[config.mk]
export PLATFORM = sky130hd
export DESIGN_NAME = mem_io_responder
export DESIGN_NICKNAME = d
export VERILOG_FILES = /design/src/rtl/mem_io_responder.sv
export SDC_FILE = /design/constraint.sdc
export NUM_CORES = 2
export LEC_CHECK = 0
export BUFFER_PORTS_ARGS = -buffer_cell sky130_fd_sc_hd__buf_2
export CORE_UTILIZATION = 60
export CTS_BUF_LIST = sky130_fd_sc_hd__clkbuf_4 sky130_fd_sc_hd__clkbuf_8 sky130_fd_sc_hd__clkbuf_16
export CTS_CLUSTER_DIAMETER = 80
export CTS_CLUSTER_SIZE = 16
export DETAILED_ROUTE_END_ITERATION = 8
export MAX_ROUTING_LAYER = met4
export PLACE_DENSITY = 0.76
export SLEW_MARGIN = 30
export SYNTH_ARGS = -nofsm -noshare
export SYNTH_HDL_FRONTEND = slang
export SYNTH_SLANG_ARGS = --single-unit
[constraint.sdc]
create_clock -name Clk -period 5.3 [get_ports Clk]
set_input_delay 0 -clock Clk [delete_from_list [all_inputs] [get_ports Clk]]
set_output_delay 0 -clock Clk [all_outputs]
set_load 0.01 [all_outputs]
[src/rtl/mem_io_responder.sv]
// -----------------------------------------------------------------------------
// mem_io_responder
//
// Memory-side responder for the SLC-3 CPU memory bus. It accepts level-held
// read/write requests, inserts WAIT_STATES idle cycles, then serves the access
// from an on-chip word RAM or from the memory-mapped I/O word at IO_ADDR
// (switches on read, hex display register on write). Completion is signalled
// with a one-cycle mem_ready pulse.
//
// Handshake: mem_rd / mem_wr act as a level "valid". The requester holds the
// request and its address/data stable until it observes mem_ready=1. mem_ready
// is the "ready" strobe and is high for exactly one cycle per transaction. The
// responder does not accept a new request until both mem_rd and mem_wr have
// been seen low, so back-to-back requests need one idle cycle between them.
//
// Optional build macro RAM_CLEAR_EN: when defined, the RAM is zero-filled
// (one word per cycle) after every reset release before any request is taken.
//
// Ports:
//   Clk            in   system clock, rising edge
//   Reset          in   asynchronous active-high reset
//   mem_rd         in   read request (level)
//   mem_wr         in   write request (level, wins over mem_rd)
//   ADDR           in   request address
//   Data_from_CPU  in   write data
//   Data_to_CPU    out  read data, held until the next read completes
//   mem_ready      out  one-cycle completion pulse
//   busy           out  high whenever the FSM is not IDLE
//   SW             in   board switches (asynchronous, synchronized here)
//   hex_data       out  hex display register
//   state_dbg      out  current FSM state encoding, for observation only
// -----------------------------------------------------------------------------
module mem_io_responder #(
    parameter int                DATA_W      = 16,
    parameter int                ADDR_W      = 16,
    parameter int                DEPTH_LOG2  = 8,
    parameter int                WAIT_STATES = 2,
    parameter logic [ADDR_W-1:0] IO_ADDR     = 16'hFFFF
) (
    input  logic              Clk,
    input  logic              Reset,
    input  logic              mem_rd,
    input  logic              mem_wr,
    input  logic [ADDR_W-1:0] ADDR,
    input  logic [DATA_W-1:0] Data_from_CPU,
    output logic [DATA_W-1:0] Data_to_CPU,
    output logic              mem_ready,
    output logic              busy,
    input  logic [9:0]        SW,
    output logic [DATA_W-1:0] hex_data,
    output logic [2:0]        state_dbg
);

    localparam int DEPTH = 1 << DEPTH_LOG2;
    // Counter must hold WAIT_STATES; keep at least one bit when it is 0 or 1.
    localparam int CNT_W = (WAIT_STATES > 1) ? $clog2(WAIT_STATES + 1) : 1;

    typedef enum logic [2:0] {
        S_IDLE   = 3'd0,
        S_WAIT   = 3'd1,
        S_ACCESS = 3'd2,
        S_DONE   = 3'd3,
        S_CLEAR  = 3'd4
    } state_t;

`ifdef RAM_CLEAR_EN
    localparam state_t RESET_STATE = S_CLEAR;
`else
    localparam state_t RESET_STATE = S_IDLE;
`endif

    state_t              state;
    state_t              state_next;
    logic [CNT_W-1:0]    wait_cnt;
    logic [ADDR_W-1:0]   cap_addr;
    logic [DATA_W-1:0]   cap_data;
    logic                cap_wr;
    logic [9:0]          sw_meta;
    logic [9:0]          sw_sync;

    logic                capture;
    logic                io_hit;
    logic                ram_we;
    logic [DEPTH_LOG2-1:0] ram_waddr;
    logic [DATA_W-1:0]   ram_wdata;
    logic [DATA_W-1:0]   io_word;

    logic [DATA_W-1:0]   ram [0:DEPTH-1];

`ifdef RAM_CLEAR_EN
    logic [DEPTH_LOG2-1:0] clr_addr;
`endif

    assign io_hit    = (cap_addr == IO_ADDR);
    assign io_word   = {{(DATA_W-10){1'b0}}, sw_sync};
    assign busy      = (state != S_IDLE);
    assign state_dbg = state;

    // ------------------------------------------------------------------
    // Next-state and control strobes
    // ------------------------------------------------------------------
    always_comb begin
        state_next = state;
        capture    = 1'b0;
        ram_we     = 1'b0;
        ram_waddr  = cap_addr[DEPTH_LOG2-1:0];
        ram_wdata  = cap_data;

        case (state)
            S_IDLE: begin
                if (mem_rd || mem_wr) begin
                    capture    = 1'b1;
                    state_next = (WAIT_STATES == 0) ? S_ACCESS : S_WAIT;
                end
            end
            S_WAIT: begin
                // The counter was loaded with WAIT_STATES; leaving when it
                // reads 1 gives exactly WAIT_STATES cycles in this state.
                if (wait_cnt <= CNT_W'(1)) begin
                    state_next = S_ACCESS;
                end
            end
            S_ACCESS: begin
                ram_we     = cap_wr && !io_hit;
                state_next = S_DONE;
            end
            S_DONE: begin
                if (!mem_rd && !mem_wr) begin
                    state_next = S_IDLE;
                end
            end
`ifdef RAM_CLEAR_EN
            S_CLEAR: begin
                ram_we    = 1'b1;
                ram_waddr = clr_addr;
                ram_wdata = '0;
                if (clr_addr == DEPTH_LOG2'(DEPTH - 1)) begin
                    state_next = S_IDLE;
                end
            end
`endif
            default: begin
                state_next = S_IDLE;
            end
        endcase
    end

    // ------------------------------------------------------------------
    // State register, capture registers, outputs
    // ------------------------------------------------------------------
    always_ff @(posedge Clk or posedge Reset) begin
        if (Reset) begin
            state       <= RESET_STATE;
            wait_cnt    <= '0;
            cap_addr    <= '0;
            cap_data    <= '0;
            cap_wr      <= 1'b0;
            sw_meta     <= '0;
            sw_sync     <= '0;
            Data_to_CPU <= '0;
            mem_ready   <= 1'b0;
            hex_data    <= '0;
        end else begin
            state     <= state_next;
            sw_meta   <= SW;
            sw_sync   <= sw_meta;
            // Completion pulse is the registered image of the ACCESS cycle,
            // so it is high only in the first DONE cycle.
            mem_ready <= (state == S_ACCESS);

            if (capture) begin
                cap_addr <= ADDR;
                cap_data <= Data_from_CPU;
                cap_wr   <= mem_wr;
                wait_cnt <= CNT_W'(WAIT_STATES);
            end else if (state == S_WAIT) begin
                wait_cnt <= wait_cnt - CNT_W'(1);
            end

            if (state == S_ACCESS) begin
                if (cap_wr) begin
                    if (io_hit) begin
                        hex_data <= cap_data;
                    end
                end else begin
                    Data_to_CPU <= io_hit ? io_word
                                          : ram[cap_addr[DEPTH_LOG2-1:0]];
                end
            end
        end
    end

`ifdef RAM_CLEAR_EN
    // Reset restarts the fill from word 0.
    always_ff @(posedge Clk or posedge Reset) begin
        if (Reset) begin
            clr_addr <= '0;
        end else if (state == S_CLEAR) begin
            clr_addr <= clr_addr + DEPTH_LOG2'(1);
        end
    end
`endif

    // ------------------------------------------------------------------
    // Word RAM: single write port, contents not reset
    // ------------------------------------------------------------------
    always_ff @(posedge Clk) begin
        if (ram_we) begin
            ram[ram_waddr] <= ram_wdata;
        end
    end

endmodule

[Yosys cells after proc, flatten, opt, wreduce, memory -nomap -nowiden]
Memory sizes are Yosys's and may differ from the RTL's.
Index checks and enable logic that the tools add are counted.
Storage, ports and cells
  register bits after elaboration: 91
  bits in writable memories: 4096
  bits of input ports: 46
  output and inout port bits: 37
  word-level logic and storage cells: 45
  memories: 1
Cells by class
  $add $sub $neg: 1
  $lt $le $gt $ge: 1
  equality and inequality tests: 7
  muxes and demuxes: 12
  bitwise gates (word level): 1
  reductions and logical operators: 12
Memories
  ram: words 256, bits a word 16, rd ports 1, clocked after Yosys merged registers in 0, wr ports 1, RTL line 88  | logic [DATA_W-1:0] ram [0:DEPTH-1];
Operator list (count)
  $eq A16 B16 Y1 const B: 1
  $mux W16: 1
  $pmux W3 S4: 1
  $mux W3: 3
  $eq A3 B2 Y1 const B: 2
  $ne A2 B2 Y1 const B: 3
  $reduce_and A3 Y1: 2
  $mux W1: 5
  $mux W2: 2
  $eq A3 B1 Y1 const B: 1
  $logic_not A1 Y1: 3
  $logic_not A3 Y1: 1
  $reduce_bool A3 Y1: 1
  $le A2 B1 Y1 const B: 1
  $logic_and A1 B1 Y1: 2
  $reduce_and A2 Y1: 1
  $reduce_bool A2 Y1: 1
  $sub A2 B1 Y2 const B: 1
  $logic_or A1 B1 Y1: 1
  $not A1 Y1: 1

[Logic depth before layout (Yosys ltp)]
  depth in word-level cells: 6
  mapped depth: 11
  gate-level depth less buffers: 7

[Worst setup path before layout]
No wires, ideal clock.
  kind: flip-flop to flip-flop
  start point: register cap_data[0]
  end point: memory ram[0][0], data pin
  setup time: 0.805 ns
  arrival: 3.190 ns
  path slack: 1.305 ns
  stages on the path, launching flop included: 1
  cells stage by stage: dfrtp_1
RTL lines
  start: declaration: RTL line 76  | logic [DATA_W-1:0] cap_data;
  start signal: assignment: RTL line 173  | cap_data <= Data_from_CPU;
  end: declaration: RTL line 88
No word-level cell before the write port.

[Worst setup path after layout]
  start point: register cap_addr[0]
  end point: register Data_to_CPU[0]
Between the ends
  cells in the longest elaborated chain, start to end: 2
  elaborated cells between the ends (all ways): 3
  classes of those cells: 1 x eq/ne; 1 x mux; 1 x memory
RTL lines
  start: declaration: RTL line 75  | logic [ADDR_W-1:0] cap_addr;
  start signal: assignment: RTL line 155  | cap_addr <= '0;
  start signal: assignment: RTL line 172  | cap_addr <= ADDR;
  $mem_v2 Z256 W16 or $eq A16 B16 Y1 (tied branches)
  $mux W16 (*): RTL line 186  | Data_to_CPU <= io_hit ? io_word
  end signal: assignment: RTL line 186
  end: declaration: RTL line 46  | output logic [DATA_W-1:0] Data_to_CPU,
Mark *: on every way between the ends. The rest lies on a longest branch, timed or not.
A chain may end at the register's enable or synchronous reset.

==> impl_metrics.tcl <==
set metrics [dict create \
    outcome "complete, no violations" \
    grt_pass1_wl_um 604000 \
    drc 0 \
    synth_warnings 0 \
    ant_nets 0 \
    cp_top_family "multiplexers" \
    cap_violations 0 \
    highest_layer "met4" \
    hold_viol 0 \
    portBuffers 81 \
    ir_worst_vdd_uv 478 \
    synth_top_area_share_pct 77.0 \
    fp.dieW_um 518 \
    coreArea_um2 265000 \
    tns_ns 0 \
    max_slew_margin_pct 17.6 \
    synth_ff_type "edfxtp_1" \
    wl_met2_um 206000 \
    row_count 189 \
    synth_cell_types 52 \
    wl_met1_um 145000 \
    dr.pass1.iters 6 \
    cts_buffer_depth 4 \
    clock-root-buffer "clkbuf_16" \
    vias_per_cell 7.21 \
    met3WireLength_um 54700 \
    endpoint_kind "register" \
    setup_viol 0 \
    post_cts_buffers 0 \
    die_y_um 518 \
    p_leak_nw 55.4 \
    clk_pin_slew_ns 0.07 \
    seqCellArea_um2 125000 \
    max_freq_mhz 198 \
    arrival_ns 5.84 \
    total_power_mw 96.4 \
    drive_gt1_share_pct 31.9 \
    hold_slack_ns 0.201 \
    worst_pin_slew_ns 1.24 \
    syn_area_um2 160000 \
    reg2reg_depth 9 \
    synth-seq-cells 4186 \
    initial_utilization_pct 60.3 \
    routed_wl_um 432000 \
    ios 83 \
    min_period_ns 5.06 \
    wl_per_cell_um 39.1 \
    final_cell_area_um2 178000 \
    cts_tree "built" \
    hold_class "in2reg" \
    numCtsBuffers 313 \
    dieArea_um2 268000 \
    critPathMaxFanout 36 \
    power.density_nw_per_um2 542 \
    ys_seq_area_share_pct 78.4 \
    cp_cell_sequence "buf_16 -> buf_12 -> buf_12 -> mux4_2 -> mux4_2 -> mux2i_1 -> o21ai_0 -> nor3_1 -> a211oi_1" \
    clkSinkCount 4186 \
    worst-path-stages 9 \
    grt_antenna_before_repair 31 \
    grt_remaining_overflow 0 \
    worstPathRequired_ns 6.09 \
    ys_top_cells_by_area "edfxtp_1 (77%), mux4_2 (17%), dfrtp_1 (1.4%), a22oi_1 (1.0%), nor2_1 (0.68%)" \
    dr.first_iter.drc_count 13700 \
    fin_util_pct 67.2 \
    period_share_pct 95.4 \
    fin_skew_ns 0.0666 \
    yosysTopAreaCell "edfxtp_1" \
    gp_congestion 0.912 \
    fillerInstances 15600 \
    vias 79500 \
    crit_type "reg2reg" \
    crit_path_max_incr_delay_ns 0.98 \
    critPathBufInv 3 \
    synth.avg_cell_area_um2 23.8 \
    rsz0062_at_grt "false" \
    synth_nets 6769 \
    groute.usage.overall_pct 33.4 \
    async_reset_ff_share_pct 2.15 \
    multi_input_area_um2 32800 \
    syn_inst 6718 \
    nNetsFinal 7460 \
    cts_htree_levels 5 \
    grt_pass1_vias 79600 \
    cp_slowest_cell "nor3_1" \
    hpwl_um 248000 \
    area_growth_pct 11.4 \
    finalMaxSlewViolations 0 \
    synth-edff-count 4096 \
    grt_max_degree 181 \
    place_area_um2 168000 \
    hold_depth 6 \
    crit_path_start_kind "register" \
    clk_latency_ns 0.96 \
]
## repair_timing
item / in CTS / in global routing
gates resized for setup: 0 / 0
endpoints found under the hold margin: 137 / 0
hold buffers: 122 / 0
## worst register-to-register path: cells and delay by family, from the launching register on
kind | cells | cell delay (ns)
AOI/OAI and AO/OA | 2 | 0.64
buffers and inverters | 3 | 0.95
DFF | 1 | 0.81
muxes | 3 | 1.52
and+or+nand+nor | 1 | 0.98
## cells in the mapped netlist, types with 3 or more instances
library cell  instances
o41ai_2              10
and3_1                5
a21oi_1             104
buf_1                69
nand2_1              66
inv_1                 5
buf_6                46
and2_1                5
a22o_1                4
a41oi_1               5
o21ai_0               9
nand4_1              10
ha_1                  5
a31oi_1               6
buf_4                38
nand3_1              28
nor2_1              291
buf_2                73
nor3_1               21
a211o_1               5
mux2i_1              38
a22oi_1             217
or3_1                 4
nor2b_1              11
dfrtp_1              90
o22ai_1               9
mux4_2             1178
o41ai_1              14
edfxtp_1           4096
mux2_2               59
a211oi_1              5
a32oi_1               3
nand2b_1              6
clkbuf_1            160
## logic make-up after synthesis
| kind of cell | share of synthesized area (%) |
|---|---|
| adder cells (fa/ha/maj) | 0.0392 |
| buffers and inverters | 1.28 |
| multiplexers | 17.3 |
| XOR/XNOR | 0.00548 |
| flip-flops | 78.4 |
| other | 0.00235 |
| AO/OA/AOI/OAI | 1.78 |
| AND/OR/NAND/NOR | 1.22 |
## layout make-up
| class | instances | share of cell area [%] |
|---|---|---|
| well taps | 3533 | 2.48 |
| repair buffers | 762 | 3.81 |
| clock inverters | 12 | 0.0640 |
| multi-input cells | 2141 | 18.4 |
| flip-flops and latches | 4186 | 70.5 |
| inverters | 5 | 0.0120 |
| clock buffers | 374 | 4.73 |
| diodes | 25 | 0.0352 |
## cells in the final DEF (no fill, tap or decap), drive strengths merged, types with 5 or more instances in the layout
master | Yosys | routed
mux2i | 38 | 38
o22ai | 9 | 9
dfrtp | 90 | 90
a21oi | 104 | 104
diode | 0 | 25
nand3 | 28 | 28
a22oi | 217 | 217
clkinv | 0 | 5
a41oi | 5 | 5
dlygate4sd3 | 0 | 122
nand2 | 66 | 66
o41ai | 24 | 24
a211oi | 5 | 5
nand2b | 6 | 6
nor2b | 11 | 11
clkbuf | 160 | 374
nand4 | 11 | 11
nor2 | 292 | 292
and2 | 5 | 5
a211o | 5 | 5
mux2 | 59 | 59
buf | 226 | 640
a31oi | 6 | 6
mux4 | 1178 | 1178
and3 | 5 | 5
inv | 5 | 11
nor3 | 21 | 21
o21ai | 10 | 10
edfxtp | 4096 | 4096
ha | 5 | 5
## flip-flops by register name (all words and copies together) (netlist names), 2 cells and up
register and count:
Data_to_CPU 16, cap_addr 16, cap_data 16, hex_data 16
ram 4096, state_dbg 2, sw_meta 10, sw_sync 10
wait_cnt 2
## final timing paths
path / startpoint / end / slack [ns]
worst min register to register: sw_meta[5] / sw_sync[5] / 0.34
worst min-delay path: mem_rd / state_dbg[0] / 0.20
worst max-delay path: cap_addr[0] / Data_to_CPU[0] / 0.24
max in group asynchronous: Reset / sw_sync[4] / 3.71
worst max register to register: cap_addr[0] / Data_to_CPU[0] / 0.24
min in group asynchronous: Reset / cap_data[6] / 0.27
## power by group
part	internal [mW]	total, mW	switching, mW
Combinational	12.0	31.4	19.4
Sequential	41.6	43.2	1.53
Clock	11.1	21.8	10.7
Total	64.8	96.4	31.6
## stage by stage
step | setup slack (ns) | instances
final | 0.243 | 11000
after global routing | 0.280 | 11000
after CTS | 0.605 | 11000
after detailed placement | 0.666 | 10500
after global placement | 0.244 | 10500
after floorplan | 1.30 | 6718
## layer usage
layer	track usage [%]	vias up
met5	-	-
met4	16.9	0
met3	8.20	1197
met2	50.3	6529
met1	43.0	41800
li1	-	30000
Power figures use the tool's default switching activity.
